**src/rtl/mem_arbiter.sv**
```systemverilog
// mem_arbiter: three-client memory request arbiter with periodic refresh.
// Priority is pending refresh, then client 0 (display read), then clients 1/2
// (MC read / framestore write) in round-robin. Winners are registered into the
// memory-controller request FIFO one cycle after the grant; reads also push a
// client tag into the response-routing FIFO.
module mem_arbiter #(
  parameter int unsigned REFRESH_CYCLES = 1560
) (
  input  logic        clk,
  input  logic        rst,
  input  logic        disp_rd_valid,
  input  logic [21:0] disp_rd_addr,
  output logic        disp_rd_ack,
  input  logic        mc_rd_valid,
  input  logic [21:0] mc_rd_addr,
  output logic        mc_rd_ack,
  input  logic        fs_wr_valid,
  input  logic [21:0] fs_wr_addr,
  input  logic [63:0] fs_wr_dta,
  output logic        fs_wr_ack,
  output logic [1:0]  mem_req_wr_cmd,
  output logic [21:0] mem_req_wr_addr,
  output logic [63:0] mem_req_wr_dta,
  output logic        mem_req_wr_en,
  input  logic        mem_req_wr_almost_full,
  output logic [1:0]  mem_tag_wr_dta,
  output logic        mem_tag_wr_en,
  output logic        refresh_overrun
);

  localparam logic [1:0]  CMD_NOOP    = 2'd0;
  localparam logic [1:0]  CMD_REFRESH = 2'd1;
  localparam logic [1:0]  CMD_READ    = 2'd2;
  localparam logic [1:0]  CMD_WRITE   = 2'd3;
  localparam logic [15:0] RELOAD      = 16'(REFRESH_CYCLES - 1);

  logic [15:0] r_cnt;
  logic        r_pending;
  logic        r_overrun;
  logic        r_fav2;     // 0: client 1 favoured, 1: client 2 favoured
  logic [1:0]  r_cmd;
  logic [21:0] r_addr;
  logic [63:0] r_dta;
  logic        r_en;
  logic [1:0]  r_tag;
  logic        r_tag_en;

  logic w_expire;
  logic w_open;
  logic w_sel_ref;
  logic w_ack0;
  logic w_ack1;
  logic w_ack2;

  // Nothing is selected in reset or while the request FIFO is nearly full.
  assign w_open    = rst & ~mem_req_wr_almost_full;
  assign w_expire  = (r_cnt == 16'd0);
  assign w_sel_ref = w_open & r_pending;
  assign w_ack0    = w_open & ~r_pending & disp_rd_valid;
  assign w_ack1    = w_open & ~r_pending & ~disp_rd_valid & mc_rd_valid &
                     (~fs_wr_valid | ~r_fav2);
  assign w_ack2    = w_open & ~r_pending & ~disp_rd_valid & fs_wr_valid &
                     (~mc_rd_valid | r_fav2);

  assign disp_rd_ack     = w_ack0;
  assign mc_rd_ack       = w_ack1;
  assign fs_wr_ack       = w_ack2;
  assign mem_req_wr_cmd  = r_cmd;
  assign mem_req_wr_addr = r_addr;
  assign mem_req_wr_dta  = r_dta;
  assign mem_req_wr_en   = r_en;
  assign mem_tag_wr_dta  = r_tag;
  assign mem_tag_wr_en   = r_tag_en;
  assign refresh_overrun = r_overrun;

  // Free-running refresh interval counter; keeps counting through stalls.
  always_ff @(posedge clk or negedge rst) begin
    if (!rst) begin
      r_cnt <= RELOAD;
    end else if (w_expire) begin
      r_cnt <= RELOAD;
    end else begin
      r_cnt <= r_cnt - 16'd1;
    end
  end

  // Single pending refresh; an expiry that finds one still waiting is an overrun.
  always_ff @(posedge clk or negedge rst) begin
    if (!rst) begin
      r_pending <= 1'b0;
      r_overrun <= 1'b0;
    end else if (w_expire) begin
      r_pending <= 1'b1;
      if (r_pending && !w_sel_ref) r_overrun <= 1'b1;
    end else if (w_sel_ref) begin
      r_pending <= 1'b0;
    end
  end

  // Round-robin pointer moves only on client 1/2 grants.
  always_ff @(posedge clk or negedge rst) begin
    if (!rst) begin
      r_fav2 <= 1'b0;
    end else if (w_ack1) begin
      r_fav2 <= 1'b1;
    end else if (w_ack2) begin
      r_fav2 <= 1'b0;
    end
  end

  // Register the winner into the request/tag FIFO push ports; hold fields when idle.
  always_ff @(posedge clk or negedge rst) begin
    if (!rst) begin
      r_cmd    <= CMD_NOOP;
      r_addr   <= 22'h0;
      r_dta    <= 64'h0;
      r_en     <= 1'b0;
      r_tag    <= 2'd0;
      r_tag_en <= 1'b0;
    end else begin
      r_en     <= w_sel_ref | w_ack0 | w_ack1 | w_ack2;
      r_tag_en <= w_ack0 | w_ack1;
      if (w_sel_ref) begin
        r_cmd  <= CMD_REFRESH;
        r_addr <= 22'h0;
        r_dta  <= 64'h0;
      end else if (w_ack0) begin
        r_cmd  <= CMD_READ;
        r_addr <= disp_rd_addr;
        r_dta  <= 64'h0;
        r_tag  <= 2'd0;
      end else if (w_ack1) begin
        r_cmd  <= CMD_READ;
        r_addr <= mc_rd_addr;
        r_dta  <= 64'h0;
        r_tag  <= 2'd1;
      end else if (w_ack2) begin
        r_cmd  <= CMD_WRITE;
        r_addr <= fs_wr_addr;
        r_dta  <= fs_wr_dta;
      end
    end
  end

endmodule
```
**config.mk**
```make
export PLATFORM = sky130hd
export DESIGN_NAME = mem_arbiter
export DESIGN_NICKNAME = d
export VERILOG_FILES = /design/src/rtl/mem_arbiter.sv
export SDC_FILE = /design/constraint.sdc
export NUM_CORES = 1
export LEC_CHECK = 0
export BUFFER_PORTS_ARGS = -buffer_cell sky130_fd_sc_hd__buf_2
export CAP_MARGIN = 20
export CORE_ASPECT_RATIO = 0.9
export CORE_MARGIN = 2
export CORE_UTILIZATION = 49
export CTS_CLUSTER_SIZE = 24
export DETAILED_ROUTE_END_ITERATION = 6
export PLACE_DENSITY = 0.85
export SLEW_MARGIN = 0
export SYNTH_ARGS = -nofsm -noshare
export SYNTH_HDL_FRONTEND = slang
export SYNTH_SLANG_ARGS = --single-unit
```
**constraint.sdc**
```tcl
create_clock -name clk -period 5.7 [get_ports clk]
set_clock_uncertainty 0.2 [all_clocks]
set_input_delay 0.57 -clock clk [delete_from_list [all_inputs] [get_ports clk]]
set_output_delay 0.57 -clock clk [all_outputs]
set_load 0.02 [all_outputs]
```
==> impl_results.md <==
- Outcome: finished, final reports clean
- Iter 0 DRT Violations: 316
- Largest net degree at the start of global routing: around 90
- Worst min-delay path startpoint: fs_wr_dta[59]
- Post-Syn Nets: about 490
- RSZ-0062 raised after global routing: false
- Yosys cell types: 46
- IR drop worst, VDD: about 0.00014 V
- Post-synth ARST share: 100%
- Clock Path Buffers: 2
- Place WS: 2.67 ns
- Setup_tns: 0 ns
- Max Freq: 283 MHz
- Share of layout cells above drive strength 1: 47.0%
- Post-layout worst setup margin: 2.16 ns
- CTS resizes: 0
- Mapped Cells: 350
- Compound-Gate Fraction of Synth Area: between 20% and 30%
- Main area contributors after synthesis: dfrtp_1, a22o_1, mux2i_1, a22oi_1, dfstp_2
- Num rows: 33
- Worst-Skew Late Latency: around 0.37 ns
- Grt ovf: 0
- Final setup viols: 0
- CP Data Arrival Time: ~2.8 ns
- Required time worst endpoint: 4.93 ns
- NumNets Final: just over 700
- ANT nets after route: 0
- Vias: just under 4,000
- PortBufs: 230
- Slew Viols, Final: 0
- Sequential area share after synthesis: 60.3%
- Slew margin rel.: 29.1%
- Worst Path Buf+Inv: 4
- Final WL: between 10,000 and 15,000 um
- Die Ht: 95.7 um
- FILL cells: approximately 690
- Cell taking the most area after synthesis: dfrtp_1
- DR DRC count: 0
- Top_reg_cell synth: dfrtp_1
- Die width: 106 um
- Final period util: between 60% and 70%
- Vias in the first global route: around 3,900
- R2r startpoint: r_pending
- Mux contribution to synthesized area: 5.06%
- Largest fanout on the critical path: 65
- Leakage: between 3 and 4 nW
- Hold Path Sink: mem_req_wr_dta[59]
- Critical Path Source Type: input pin
- Critical path endpoint category: output pin
- Reg2Reg Setup Slack: about 3.6 ns
- Clock-pin transition on the worst setup and hold timing paths: approximately 0.11 ns
- TritonCTS clock tree: yes
- Simple-gate share of the synthesized area: 7.08%
- Storage cell area: about 2800 um^2
- Critical path's largest stage delay: a little under 0.6 ns
- Initial antenna violation count: 0
- Clock sinks: 110
- Cell repeated most along the worst path: buf_4
- Synthesized area: between 4000 and 5000 um^2
- Pwr Density: about 280 nW/um^2
- Placer Congestion: slightly above 0.8
- R2R Path End: mem_req_wr_addr[18]
- N_diodes: 0
- Worst hold path cell count: 2
- Post-Syn Area per Cell: 13.1 um^2
- WS Path Type: input pin to output pin
- Adder-cell share of the synthesized area: less than 1%
- Max cap viols: 0
- Final hold vios: 0
- Core ar.: a little over 9000 um^2
- Root Driver: clkbuf_8
- # H-tree levels: 3
- Crit-path slowest cell: buf_4
- TritonCTS Buffers: 9
- Global Route Usage Sum: 23.3%
- First drt pass iteration count: 4
- Layout area overhead: 31.0%
- Die area: 10,100 um^2
- Main combinational cell family by area after synthesis: compound AO/OA/AOI/OAI gates
- CP top delay family: buffers and inverters
- Synth Warn #: 0
- Per-cell routed wire length: 17.1 um
- Post-synth EDFFs: 0
- FF-to-FF path depth: 4
- Worst hold path type: input pin to flop
- Yosys reg bits: 110
- # IOs: between 200 and 250
- Post-synthesis xor/xnor area fraction: 1.72%
- Fin crit period: 3.54 ns
- First-pass GRT wire length: ~19,000 um
- Worst Tran Pin Value: between 1 and 1.5 ns
- Vias per inst: 5.55
- Post-synth top area share: 56.9%
- CP cell instances: dlygate4sd3_1, buf_4, nand2b_1, nor4_4, buf_4, buf_2
- Area of the multi-input gates: around 1700 um^2
- Starting density of the core: 50.4%
- HPWL Detailed: approximately 8500 um
[worst reg2reg max path, stage by stage (launching register included)]
cell and delay, ns:
dfrtp_1 0.54, o41ai_4 0.42, buf_4 0.53, a22oi_1 0.18
o21ai_1 0.12
[timing repair]
| action | 4_1_cts | 5_1_grt |
|---|---|---|
| hold buffers | 1 | 0 |
| buffers inserted | 0 | 0 |
| endpoints found under the hold margin | 20 | 0 |
[cell usage in the layout, fill, tap and decap left out, drive strengths merged, types with 7 or more instances in the layout]
master / netlist / final
buf: 22 / 236
dfrtp: 104 / 104
nor2: 17 / 17
mux2i: 22 / 22
clkbuf: 2 / 10
o21ai: 29 / 29
nand2: 8 / 8
a22oi: 22 / 22
inv: 4 / 7
a22o: 64 / 64
[worst max-delay path by stage]
stage / from / to / cells after the start
3_5_place_dp: rst / fs_wr_ack / 5
5_1_grt: rst / fs_wr_ack / 6
4_1_cts: rst / fs_wr_ack / 6
6_report: rst / fs_wr_ack / 6
3_3_place_gp: rst / fs_wr_ack / 5
2_1_floorplan: mem_req_wr_almost_full / disp_rd_ack / 3
[Yosys cell counts, drive strengths merged (2+ instances only)]
master	n
xor2	6
buf	22
o21ai	29
dfrtp	104
dfstp	6
a22o	64
a22oi	22
nand3	2
nand2	8
nand4	3
nand4b	2
nor4	3
xnor2	3
or3	2
nor2	17
nand2b	2
nor3	6
a21oi	6
a21o	2
clkbuf	2
mux2i	22
inv	4
[per-stage QoR]
| step | power, W | utilization (%) | area [um^2] | hold WS (ns) | std cells |
|---|---|---|---|---|---|
| 2_1_floorplan | 0.00110 | - | 4580 | 0.0744 | 350 |
| 3_3_place_gp | 0.00125 | 63.6 | 5780 | 0.264 | 683 |
| 3_5_place_dp | 0.00126 | 63.6 | 5780 | 0.269 | 683 |
| 4_1_cts | 0.00170 | 65.7 | 5970 | 0.207 | 700 |
| 5_1_grt | 0.00176 | 66.0 | 6000 | 0.205 | 701 |
| 6_report | 0.00168 | 66.0 | 6000 | 0.221 | 701 |
[layer usage]
layer | GRT usage (%) | wire length (um)
met1 | 29.2 | 4890
met2 | 41.5 | 6100
met3 | 4.51 | 830
met4 | 6.91 | 191
met5 | 0 | 0
[registers in the layout, indices dropped and copies added (netlist names)]
name and flops:
mem_req_wr_cmd 2, mem_req_wr_dta 64, mem_req_wr_addr 22, mem_tag_wr_dta 1
mem_req_wr_en 1, mem_tag_wr_en 1, refresh_overrun 1, r_fav2 1
r_cnt 16, r_pending 1
[final cells by class]
class                           count  share of cell area [%]
Sequential cell                   110                    46.0
Clock buffer                       10                    2.13
Timing Repair Buffer              237                    20.5
Inverter                            4                   0.250
Clock inverter                      6                   0.897
Multi-Input combinational cell    212                    27.7
Tap cell                          122                    2.55
[cells by family after synthesis]
group / Yosys count
AOI/OAI and AO/OA: 128
DFF: 110
and+or+nand+nor: 50
buffers and inverters: 28
muxes: 23
xor gates and xnor gates: 9
adders and majority gates: 1
other: 1
[where the power goes]
part / switching (W) / internal (W) / leakage [nW]
sequential: 0.0000399 / 0.000847 / 1.43
combinational: 0.000212 / 0.000145 / 1.72
clock: 0.000272 / 0.000167 / 0.0830
(Power assumes the default switching activity.)
